[src/rtl/ceres_param.sv]
// Shared constants and types for the instruction fetch front end:
// opcodes, fetch-buffer parameter limits and the aligned-instruction bundle.
package ceres_param;

    localparam logic [6:0] OPC_LOAD   = 7'b0000011;
    localparam logic [6:0] OPC_OP_IMM = 7'b0010011;
    localparam logic [6:0] OPC_STORE  = 7'b0100011;
    localparam logic [6:0] OPC_OP     = 7'b0110011;
    localparam logic [6:0] OPC_LUI    = 7'b0110111;
    localparam logic [6:0] OPC_BRANCH = 7'b1100011;
    localparam logic [6:0] OPC_JALR   = 7'b1100111;
    localparam logic [6:0] OPC_JAL    = 7'b1101111;

    localparam logic [31:0] INSTR_EBREAK = 32'h0010_0073;

    localparam int unsigned FETCH_W_MIN = 32;
    localparam int unsigned FETCH_W_MAX = 128;

    typedef struct packed {
        logic [31:0] instr;
        logic [31:0] raw;
        logic [31:0] pc;
        logic        is_compressed;
        logic        illegal;
    } aligned_instr_t;

    // FETCH_W must be a power of two in range; DEPTH a power of two holding two beats.
    function automatic bit fab_params_ok(int unsigned fetch_w, int unsigned depth);
        bit w_ok;
        bit d_ok;
        w_ok = (fetch_w >= FETCH_W_MIN) && (fetch_w <= FETCH_W_MAX) &&
               ((fetch_w & (fetch_w - 1)) == 0);
        d_ok = (depth != 0) && ((depth & (depth - 1)) == 0) && (depth >= 2 * (fetch_w / 16));
        return w_ok && d_ok;
    endfunction

endpackage

[src/rtl/compressed_decoder.sv]
// Expands a 16-bit RV32C instruction into its 32-bit equivalent; 32-bit
// encodings pass through unchanged.
module compressed_decoder
    import ceres_param::*;
#(
    parameter bit C_EXT_EN = 1'b1
) (
    input  logic [31:0] instr_i,
    output logic [31:0] instr_o,
    output logic        is_compressed_o,
    output logic        illegal_o
);

    logic [15:0] w_c;
    logic [4:0]  w_rdp;
    logic [4:0]  w_rs2p;
    logic [20:1] w_jimm;
    logic [12:1] w_bimm;
    logic [2:0]  w_alu_f3;

    assign w_c      = instr_i[15:0];
    assign w_rdp    = {2'b01, w_c[9:7]};
    assign w_rs2p   = {2'b01, w_c[4:2]};
    assign w_jimm   = {{9{w_c[12]}}, w_c[12], w_c[8], w_c[10:9], w_c[6], w_c[7], w_c[2], w_c[11], w_c[5:3]};
    assign w_bimm   = {{4{w_c[12]}}, w_c[12], w_c[6:5], w_c[2], w_c[11:10], w_c[4:3]};
    assign w_alu_f3 = (w_c[6:5] == 2'b00) ? 3'b000 :
                      (w_c[6:5] == 2'b01) ? 3'b100 :
                      (w_c[6:5] == 2'b10) ? 3'b110 : 3'b111;

    always_comb begin
        instr_o         = instr_i;
        is_compressed_o = 1'b0;
        illegal_o       = 1'b0;
        if (w_c[1:0] != 2'b11) begin
            if (!C_EXT_EN) begin
                illegal_o = 1'b1;
            end else begin
                is_compressed_o = 1'b1;
                instr_o         = {16'h0, w_c};
                case ({w_c[1:0], w_c[15:13]})
                    5'b00_000: begin
                        instr_o   = {2'b00, w_c[10:7], w_c[12:11], w_c[5], w_c[6], 2'b00, 5'd2, 3'b000, w_rs2p, OPC_OP_IMM};
                        illegal_o = (w_c[12:5] == 8'h00);
                    end
                    5'b00_010: instr_o = {5'b0, w_c[5], w_c[12:10], w_c[6], 2'b00, w_rdp, 3'b010, w_rs2p, OPC_LOAD};
                    5'b00_110: instr_o = {5'b0, w_c[5], w_c[12], w_rs2p, w_rdp, 3'b010, w_c[11:10], w_c[6], 2'b00, OPC_STORE};
                    5'b01_000: instr_o = {{7{w_c[12]}}, w_c[6:2], w_c[11:7], 3'b000, w_c[11:7], OPC_OP_IMM};
                    5'b01_001, 5'b01_101:
                        instr_o = {w_jimm[20], w_jimm[10:1], w_jimm[11], w_jimm[19:12], (w_c[15] ? 5'd0 : 5'd1), OPC_JAL};
                    5'b01_010: instr_o = {{7{w_c[12]}}, w_c[6:2], 5'd0, 3'b000, w_c[11:7], OPC_OP_IMM};
                    5'b01_011: begin
                        illegal_o = ({w_c[12], w_c[6:2]} == 6'h00);
                        if (w_c[11:7] == 5'd2) begin
                            instr_o = {{2{w_c[12]}}, w_c[12], w_c[4:3], w_c[5], w_c[2], w_c[6], 4'b0000,
                                       5'd2, 3'b000, 5'd2, OPC_OP_IMM};
                        end else begin
                            instr_o = {{15{w_c[12]}}, w_c[6:2], w_c[11:7], OPC_LUI};
                        end
                    end
                    5'b01_100: begin
                        case (w_c[11:10])
                            2'b00: begin
                                instr_o   = {7'b0000000, w_c[6:2], w_rdp, 3'b101, w_rdp, OPC_OP_IMM};
                                illegal_o = w_c[12];
                            end
                            2'b01: begin
                                instr_o   = {7'b0100000, w_c[6:2], w_rdp, 3'b101, w_rdp, OPC_OP_IMM};
                                illegal_o = w_c[12];
                            end
                            2'b10: instr_o = {{7{w_c[12]}}, w_c[6:2], w_rdp, 3'b111, w_rdp, OPC_OP_IMM};
                            default: begin
                                instr_o   = {((w_c[6:5] == 2'b00) ? 7'b0100000 : 7'b0000000), w_rs2p, w_rdp,
                                             w_alu_f3, w_rdp, OPC_OP};
                                illegal_o = w_c[12];
                            end
                        endcase
                    end
                    5'b01_110, 5'b01_111:
                        instr_o = {w_bimm[12], w_bimm[10:5], 5'd0, w_rdp, {2'b00, w_c[13]}, w_bimm[4:1], w_bimm[11], OPC_BRANCH};
                    5'b10_000: begin
                        instr_o   = {7'b0000000, w_c[6:2], w_c[11:7], 3'b001, w_c[11:7], OPC_OP_IMM};
                        illegal_o = w_c[12];
                    end
                    5'b10_010: begin
                        instr_o   = {4'b0, w_c[3:2], w_c[12], w_c[6:4], 2'b00, 5'd2, 3'b010, w_c[11:7], OPC_LOAD};
                        illegal_o = (w_c[11:7] == 5'd0);
                    end
                    5'b10_100: begin
                        if (!w_c[12]) begin
                            if (w_c[6:2] == 5'd0) begin
                                instr_o   = {12'h000, w_c[11:7], 3'b000, 5'd0, OPC_JALR};
                                illegal_o = (w_c[11:7] == 5'd0);
                            end else begin
                                instr_o = {7'b0000000, w_c[6:2], 5'd0, 3'b000, w_c[11:7], OPC_OP};
                            end
                        end else if (w_c[6:2] == 5'd0) begin
                            instr_o = (w_c[11:7] == 5'd0) ? INSTR_EBREAK
                                                          : {12'h000, w_c[11:7], 3'b000, 5'd1, OPC_JALR};
                        end else begin
                            instr_o = {7'b0000000, w_c[6:2], w_c[11:7], 3'b000, w_c[11:7], OPC_OP};
                        end
                    end
                    5'b10_110: instr_o = {4'b0, w_c[8:7], w_c[12], w_c[6:2], 5'd2, 3'b010, w_c[11:9], 2'b00, OPC_STORE};
                    default:   illegal_o = 1'b1;
                endcase
            end
        end
    end

endmodule

[src/rtl/fetch_align_buffer.sv]
// Halfword circular buffer between the fetch bus and decode: realigns
// compressed and 32-bit instructions that straddle fetch beats.
module fetch_align_buffer
    import ceres_param::*;
#(
    parameter int unsigned FETCH_W  = 32,
    parameter int unsigned DEPTH    = 8,
    parameter bit          C_EXT_EN = 1'b1
) (
    input  logic               clk_i,
    input  logic               rst_i,
    input  logic               flush_i,
    input  logic               fetch_valid_i,
    output logic               fetch_ready_o,
    input  logic [FETCH_W-1:0] fetch_data_i,
    input  logic [31:0]        fetch_pc_i,
    output logic               instr_valid_o,
    input  logic               instr_ready_i,
    output logic [31:0]        instr_o,
    output logic [31:0]        instr_raw_o,
    output logic [31:0]        instr_pc_o,
    output logic               is_compressed_o,
    output logic               illegal_instr_o
);

    localparam int unsigned HW    = FETCH_W / 16;
    localparam int unsigned OFF_W = $clog2(HW);
    localparam int unsigned PTR_W = $clog2(DEPTH);
    localparam int unsigned CNT_W = PTR_W + 1;

    if (!fab_params_ok(FETCH_W, DEPTH)) begin : g_param_check
        $error("fetch_align_buffer: illegal FETCH_W/DEPTH combination");
    end

    logic [15:0]      r_buf [DEPTH];
    logic [PTR_W-1:0] r_rptr;
    logic [PTR_W-1:0] r_wptr;
    logic [CNT_W-1:0] r_cnt;
    logic [31:0]      r_pc;
    logic             r_first;

    logic [15:0]      w_h0;
    logic [15:0]      w_h1;
    logic [31:0]      w_dec_instr;
    logic             w_dec_c;
    logic             w_dec_ill;
    logic             w_valid;
    logic             w_push;
    logic             w_pop;
    logic [OFF_W-1:0] w_skip;
    logic [CNT_W-1:0] w_push_n;
    logic [CNT_W-1:0] w_pop_n;
    aligned_instr_t   w_out;

    assign w_h0 = r_buf[r_rptr];
    assign w_h1 = r_buf[r_rptr + PTR_W'(1)];

    compressed_decoder #(
        .C_EXT_EN (C_EXT_EN)
    ) u_cdec (
        .instr_i         ({w_h1, w_h0}),
        .instr_o         (w_dec_instr),
        .is_compressed_o (w_dec_c),
        .illegal_o       (w_dec_ill)
    );

    // Ready depends only on registered occupancy, never on the consumer.
    assign fetch_ready_o = (r_cnt <= CNT_W'(DEPTH - HW));
    assign w_valid       = ((r_cnt != '0) && w_dec_c) || (r_cnt >= CNT_W'(2));
    assign w_push        = fetch_valid_i && fetch_ready_o;
    assign w_pop         = w_valid && instr_ready_i;
    assign w_skip        = r_first ? fetch_pc_i[OFF_W:1] : '0;
    assign w_push_n      = w_push ? (CNT_W'(HW) - CNT_W'(w_skip)) : '0;
    assign w_pop_n       = w_pop ? (w_dec_c ? CNT_W'(1) : CNT_W'(2)) : '0;

    // The first beat after reset/flush drops halfwords ahead of the target PC.
    always_ff @(posedge clk_i) begin
        if (w_push && !rst_i && !flush_i) begin
            for (int i = 0; i < int'(HW); i++) begin
                if (i >= int'(w_skip)) begin
                    r_buf[r_wptr + PTR_W'(i - int'(w_skip))] <= fetch_data_i[16*i +: 16];
                end
            end
        end
    end

    always_ff @(posedge clk_i) begin
        if (rst_i) begin
            r_rptr  <= '0;
            r_wptr  <= '0;
            r_cnt   <= '0;
            r_pc    <= '0;
            r_first <= 1'b1;
        end else if (flush_i) begin
            r_rptr  <= '0;
            r_wptr  <= '0;
            r_cnt   <= '0;
            r_first <= 1'b1;
        end else begin
            r_rptr <= r_rptr + PTR_W'(w_pop_n);
            r_wptr <= r_wptr + PTR_W'(w_push_n);
            r_cnt  <= r_cnt + w_push_n - w_pop_n;
            if (w_push) begin
                r_first <= 1'b0;
            end
            if (w_push && r_first) begin
                r_pc <= fetch_pc_i;
            end else if (w_pop) begin
                r_pc <= r_pc + (w_dec_c ? 32'd2 : 32'd4);
            end
        end
    end

    assign w_out = '{
        instr:         w_dec_instr,
        raw:           w_dec_c ? {16'h0000, w_h0} : {w_h1, w_h0},
        pc:            r_pc,
        is_compressed: w_dec_c,
        illegal:       w_dec_ill
    };

    assign instr_valid_o   = w_valid;
    assign instr_o         = w_out.instr;
    assign instr_raw_o     = w_out.raw;
    assign instr_pc_o      = w_out.pc;
    assign is_compressed_o = w_out.is_compressed;
    assign illegal_instr_o = w_out.illegal;

endmodule

[config.mk]
export PLATFORM = sky130hd
export DESIGN_NAME = fetch_align_buffer
export DESIGN_NICKNAME = d
export VERILOG_FILES = /design/src/rtl/ceres_param.sv /design/src/rtl/compressed_decoder.sv /design/src/rtl/fetch_align_buffer.sv
export SDC_FILE = /design/constraint.sdc
export NUM_CORES = 1
export LEC_CHECK = 0
export ABC_AREA = 1
export CORE_MARGIN = 4
export CORE_UTILIZATION = 57
export CTS_CLUSTER_DIAMETER = 80
export DETAILED_ROUTE_END_ITERATION = 10
export GPL_TIMING_DRIVEN = 1
export PLACE_DENSITY = 0.82
export SLEW_MARGIN = 20
export SYNTH_ARGS = -nofsm -noshare
export SYNTH_HDL_FRONTEND = slang
export SYNTH_SLANG_ARGS = --single-unit
[constraint.sdc]
create_clock -name clk_i -period 9.8 [get_ports clk_i]
set_input_delay 1.47 -clock clk_i [delete_from_list [all_inputs] [get_ports clk_i]]
set_output_delay 1.47 -clock clk_i [all_outputs]
set_load 0.01 [all_outputs]
==> impl_metrics.yaml, run 1 <==
power_and_ir_drop:
  ir_worst_vdd_v: 0.0001295
  leakagePower_nw: 6.328
  p_per_area_mw_per_mm2: 174.6
logic_synthesis:
  synth_top_area_frac: 0.3106
  synth_async_sr_flop_share: 0
  synth_top_cell_by_area: "edfxtp_1"
  seq_area_frac_synth: 0.3801
  synth_seq_cells: 171
  syn_nets: 1885
  yosys.cell_count.top_type: "nand2_1"
  synth_warnings: 0
  synthTopCellsByCount: "nand2_1, o21ai_0, inv_1"
  synth_area_mm2: 0.01238
  synth.area.top_cells: "edfxtp_1, nand2_1, o21ai_0"
  yosys_most_used_dff: "edfxtp_1"
  avgSynthCellArea_um2: 6.891
  netlist_instances: 1796
  synth_edf_count: 128
  synth_cell_types: 48
critical_path:
  r2r-start: "r_rptr[0]$_SDFF_PP0_"
  path_class: "flop to output pin"
  cp_slowest_cell: "inv_2"
  endpoint_kind: "output pin"
  slowest_delay_ns: 0.78
  r2r_cells: 21
  worstSetupStartpointType: "flop"
  path_buf_inv: 3
  worstPathCellList: "inv_2, buf_4, nand2_1, nand3_1, nand3_1, nand2_2, nand2_1, nor2_2, nand2_1, nand2_1, nand2_1, nand2_1, nand2_1, a21oi_1, clkdlybuf4s50_1"
  cp.arrival_ns: 4.32
  reg2reg_slack_ns: 4.95
  path_max_fanout: 71
  crit_path_frequent_cell: "nand2_1"
  crit_required_ns: 8.33
  crit_family: "buffers and inverters"
  reg2reg_to: "instr_pc_o[17]$_SDFFE_PP0P_"
place:
  post-place-cells: 2157
  dp_hpwl_um: 29010
  port_buffers: 168
  gp_congestion: 1.104
cts:
  cts_hold_buf: 0
  post-cts-setup-buffer-count: 0
  insertion_delay_ns: 0.44
  cts-resized-gates: 0
  root_buffer: "clkbuf_16"
  cts_buffer_depth: 2
  cts_tree: "built"
  clkSlewWorstSetupHoldPaths_ns: 0.08
  cts_buffers: 17
  htree_num_levels: 4
  cts.sinks: 171
timing:
  final.min_clock_period_ns: 5.790
  drv_slew: 0
  setup_tns_ns: 0
  fin_crit_sh: 0.5909
  final_hold_viol_count: 0
  rsz0062_at_grt: "false"
  fin_skew_ns: 0.01310
  setup_viol: 0
  fmaxAchievable_mhz: 172.7
  max_slew_margin: 0.3123
  worst_pin_slew_ns: 1.030
floorplanning:
  die_y_um: 155.4
  die_w_um: 155.4
  io_pins: 169
  core_region_area_mm2: 0.02122
  die-area_mm2: 0.02413
  start_util: 0.5832
  floorplan.rows: 53
grt:
  grt.total_usage: 0.3336
  grt_max_degree: 94
  grt_util_met3: 0.08595
  gr-max-usage-layer: "met2"
  antenna_found_initial: 3
  grtUsageMet2: 0.5258
  use_met1: 0.4451
  grt_pass1_vias: 11940
  grt_pass1_wl_um: 63740
  globalRoute.totalOverflow: 0
run_status:
  outcome: "complete, no violations"
routing:
  viasPerCell: 5.877
  wl_per_cell_um: 18.83
  antenna_left: 0
  drt-initial-drc-count: 1481
  wl_um: 41250
  drc: 0
  vias: 12880
  detail_route.first_pass.iterations: 7
job:
  drv_cap: 0
min_path:
  hold_path_end: "instr_pc_o[0]$_SDFFE_PP0P_"
  hp-start: "instr_pc_o[0]$_SDFFE_PP0P_"
  whs_path_depth: 2
  holdCritPathClass: "flop to flop"
layout:
  area_growth_pct: 18.08
  layout.cells.non_filler: 2191
  nets: 1990
  n_fill_cell: 1832
  layout-drive-gt1-share: 0.05956
## area by class of cell
cell class              count  area [um2]  share of cell area
clock inverters            15       175.2             0.01199
clock buffers              17       425.4             0.02911
repair buffers            192        1862              0.1274
diodes                      2       5.005           0.0003425
inverters                 198       743.2             0.05086
well taps                 275       344.1             0.02355
multi-input cells        1321        6350              0.4345
flip-flops and latches    171        4708              0.3222
## through the flow
step           instance area [um2]  utilization  hold WS [ns]  total power [mW]  worst slack, ns
2_1_floorplan                12380            -        0.4387             1.484            5.599
3_3_place_gp                 14010       0.6601        0.4506             1.851            4.652
3_5_place_dp                 14010       0.6601        0.4664             1.869            4.572
4_1_cts                      14610       0.6884        0.4779             2.538            4.092
5_1_grt                      14610       0.6884        0.5005             2.690            3.604
6_report                     14610       0.6886        0.4882             2.551            4.010
## logic make-up (layout without fill, tap and decap cells)
| kind of cell | count (synthesis) | after routing | share of synthesized area |
|---|---|---|---|
| xor+xnor | 24 | 24 | 0.01699 |
| compound gates | 375 | 375 | 0.1646 |
| other cells | 0 | 2 | 0 |
| fa+ha+maj | 20 | 20 | 0.02386 |
| simple gates | 902 | 902 | 0.3077 |
| buf+inv | 304 | 422 | 0.1068 |
| flops | 171 | 171 | 0.3801 |
## worst min-delay path, cell delays in order, from the launching register on
cell	delay, ns
dfxtp_1	0.32
o21ai_0	0.07
a21oi_1	0.06
## placed cells by master (no fill, tap or decap), types with 3 or more instances in the layout
| cell type | count |
|---|---|
| nand2_1 | 506 |
| o21ai_0 | 224 |
| inv_1 | 183 |
| clkdlybuf4s50_1 | 168 |
| nor2_1 | 166 |
| nand3_1 | 153 |
| edfxtp_1 | 128 |
| a21oi_1 | 79 |
| dfxtp_1 | 42 |
| o21ai_1 | 35 |
| buf_4 | 24 |
| nor3_1 | 19 |
| nand4_1 | 18 |
| xor2_1 | 17 |
| clkbuf_16 | 17 |
| nand2_2 | 15 |
| ha_1 | 14 |
| inv_2 | 12 |
| o221ai_1 | 12 |
| xnor2_1 | 7 |
| o211ai_1 | 6 |
| nor2_2 | 6 |
| fa_1 | 6 |
| o21ai_4 | 5 |
| or2_2 | 5 |
| clkinv_8 | 5 |
| inv_8 | 4 |
| clkinv_1 | 3 |
| nor2_4 | 3 |
| nand3_2 | 3 |
| clkinv_4 | 3 |
## per-layer routing
| layer | routed length, um | up-vias | part of all wire |
|---|---|---|---|
| met5 | 54 | - | 0.0013 |
| met4 | 1309 | 6 | 0.032 |
| met3 | 5377 | 112 | 0.13 |
| met2 | 18340 | 905 | 0.44 |
| met1 | 16170 | 5734 | 0.39 |
| li1 | - | 6120 | - |
## registers in the layout, summed over array words and instances, names as in the netlist
signal	count
r_first	1
r_cnt	4
r_rptr	3
r_buf	128
r_wptr	3
instr_pc_o	32
## where the power goes
group / switching (mW) / leakage, nW / internal (mW)
Clock: 0.332 / 0.293 / 0.344
Combinational: 0.609 / 4.53 / 0.402
Sequential: 0.0444 / 1.51 / 0.819
## how the worst max path moves through the flow
stage,from,to,slack (ns),cells past startpoint
6_report,r_rptr[0]$_SDFF_PP0_,illegal_instr_o,4.01,15
2_1_floorplan,fetch_pc_i[1],r_buf[6][0]$_DFFE_PP_,5.60,8
4_1_cts,r_rptr[0]$_SDFF_PP0_,illegal_instr_o,4.09,15
3_5_place_dp,r_rptr[0]$_SDFF_PP0_,illegal_instr_o,4.57,15
5_1_grt,r_rptr[0]$_SDFF_PP0_,illegal_instr_o,3.60,15
3_3_place_gp,r_rptr[0]$_SDFF_PP0_,illegal_instr_o,4.65,15
Power figures use the tool's default switching activity.
==> run 2, diff against run 1 <==
Settings changed: CORE_UTILIZATION 57 to 51, PLACE_DENSITY 0.82 to 0.78.
Clock period 9.8 ns to 5.2 ns, I/O delays scaled along.
==> impl_metrics.yaml, run 2 (synthesis gave the netlist of run 1 again) <==
routing:
  wl_um: 43680
  vias: 13020
  wl_per_cell_um: 19.46
  detail_route.first_pass.iterations: 6
  drc: 0
  drt-met1-wl_um: 17190
  antenna_left: 0
  wl_met3_um: 5292
  viasPerCell: 5.801
  drt-initial-drc-count: 1535
  routed.top_layer: "met4"
  dr_wl_met2_um: 19900
place:
  gp_congestion: 1.035
  port_buffers: 168
  dp_hpwl_um: 32090
critical_path:
  worstPathCellList: "buf_4, nand2_1, nand3_1, nand3_1, nand2_1, nand2_1, nor2_1, nand2_1, nor2_1, inv_1, nand3_1, a21oi_1, nand3_1, clkdlybuf4s50_1"
  endpoint_kind: "output pin"
  r2r_cells: 19
  cp_slowest_cell: "dfxtp_4"
  crit_path_start: "r_rptr[0]$_SDFF_PP0_"
  reg2reg_to: "r_cnt[3]$_SDFF_PP0_"
  cp.arrival_ns: 4.06
  reg2reg_slack_ns: 0.82
  path_class: "flop to output pin"
  r2r-start: "r_rptr[0]$_SDFF_PP0_"
  cp-endpoint: "instr_o[7]"
  path_max_fanout: 43
  crit_required_ns: 4.42
  worstSetupStartpointType: "flop"
  slowest_delay_ns: 0.61
min_path:
  holdCritPathClass: "flop to flop"
timing:
  fin_skew_ns: 0.01785
  setup_tns_ns: 0
  final_hold_viol_count: 0
  worst_pin_slew_ns: 0.9301
  fin_crit_sh: 0.9315
  max_slew_margin: 0.3792
  drv_slew: 0
  setup_viol: 0
  rsz0062_at_grt: "false"
  final.min_clock_period_ns: 4.844
  fmaxAchievable_mhz: 206.5
grt:
  globalRoute.totalOverflow: 0
  grt_pass1_vias: 12190
  antenna_found_initial: 0
  grt_max_degree: 90
  grt.total_usage: 0.3229
  grt_pass1_wl_um: 67340
layout:
  mostFrequentLayoutCell: "nand2_1"
  final_cell_mix: "nand2_1, o21ai_0, inv_1"
  antennaDiodeCount: 0
  nets: 2002
  final_core_util: 0.6234
  largest_reg_flops: 128
  n_fill_cell: 2157
  regMostFlops: "r_buf"
  layout-drive-gt1-share: 0.06490
  area_growth_pct: 19.29
power_and_ir_drop:
  combPwrFrac: 0.400
  p_switching_mw: 1.897
  p_int_mw: 3.003
  p_clk_frac: 0.267
  leakagePower_nw: 6.377
  swShare: 0.3871
  p_per_area_mw_per_mm2: 331.9
  p_seq_frac: 0.333
  ir_worst_vdd_v: 0.0002100
cts:
  cts_tree: "built"
  cts.sinks: 171
  root_buffer: "clkbuf_16"
  post-cts-setup-buffer-count: 0
  cts_buffers: 17
  insertion_delay_ns: 0.44
  cts-resized-gates: 0
  cts_hold_buf: 0
  clkSlewWorstSetupHoldPaths_ns: 0.08
  cts_buffer_depth: 2
  htree_num_levels: 4
floorplanning:
  io_pins: 169
  core_region_area_mm2: 0.02368
  start_util: 0.5226
  floorplan.rows: 56
  die_w_um: 163.8
  die-area_mm2: 0.02682
  die_y_um: 163.8
run_status:
  outcome: "complete, no violations"
job:
  drv_cap: 0
-- run 2: changes by cell type in the layout (fill, tap and decap cells not counted), sizes merged --
cell	delta
inv	+1
clkinv	-6
buf	+12
diode	-2
bufinv	+1
clkinvlp	+4
-- run 2: area by class of cell --
class	instances	area, um2	share of cell area
clock buffer	17	425.4	0.02882
multi-input combinational	1321	6350	0.4301
clock inverter	15	172.7	0.01170
tap	319	399.1	0.02704
inverter	198	743.2	0.05034
timing repair buffer	204	1964	0.1331
sequential	171	4708	0.3189
-- run 2: worst min-delay path by stage --
| stage | startpoint | to | slack [ns] | cells after the start |
|---|---|---|---|---|
| finish | r_first$_SDFFE_PP1N_ | r_first$_SDFFE_PP1N_ | 0.47 | 2 |
| global route | r_first$_SDFFE_PP1N_ | r_first$_SDFFE_PP1N_ | 0.50 | 2 |
| CTS | r_first$_SDFFE_PP1N_ | r_first$_SDFFE_PP1N_ | 0.48 | 2 |
| detailed placement | r_first$_SDFFE_PP1N_ | r_first$_SDFFE_PP1N_ | 0.46 | 2 |
| global placement | r_first$_SDFFE_PP1N_ | r_first$_SDFFE_PP1N_ | 0.45 | 2 |
| floorplan | r_first$_SDFFE_PP1N_ | r_first$_SDFFE_PP1N_ | 0.44 | 2 |
-- run 2: power by group through the flow --
stage | clock [mW] | sequential [mW] | combinational, mW
detailed placement | 0 | 1.66 | 1.93
floorplan | 0 | 1.64 | 1.15
CTS | 1.31 | 1.63 | 1.94
global placement | 0 | 1.66 | 1.90
finish | 1.31 | 1.63 | 1.96
global route | 1.37 | 1.64 | 2.14
-- run 2: per-layer routing --
metal,track usage,vias to the layer above
met5,0,-
met3,0.07252,98
met1,0.4287,5854
li1,-,6150
met2,0.5197,921
met4,0.1189,0
-- run 2: stage by stage --
stage / hold slack [ns] / power, mW / setup WS (ns) / cell area (um2) / instances
floorplan: 0.4387 / 2.797 / 1.689 / 12380 / 1796
global placement: 0.4502 / 3.556 / 0.8982 / 14160 / 2213
detailed placement: 0.4640 / 3.585 / 0.9166 / 14160 / 2213
CTS: 0.4759 / 4.879 / 0.4386 / 14760 / 2245
global route: 0.4965 / 5.153 / 0.1430 / 14760 / 2245
finish: 0.4733 / 4.900 / 0.3563 / 14760 / 2245
-- run 2: critical path: cells and delay by family, from the launching register on --
| family | cells | cell delay (ns) |
|---|---|---|
| DFF | 1 | 0.61 |
| and+or+nand+nor | 10 | 1.89 |
| AOI/OAI and AO/OA | 1 | 0.08 |
| buffers and inverters | 3 | 1.04 |
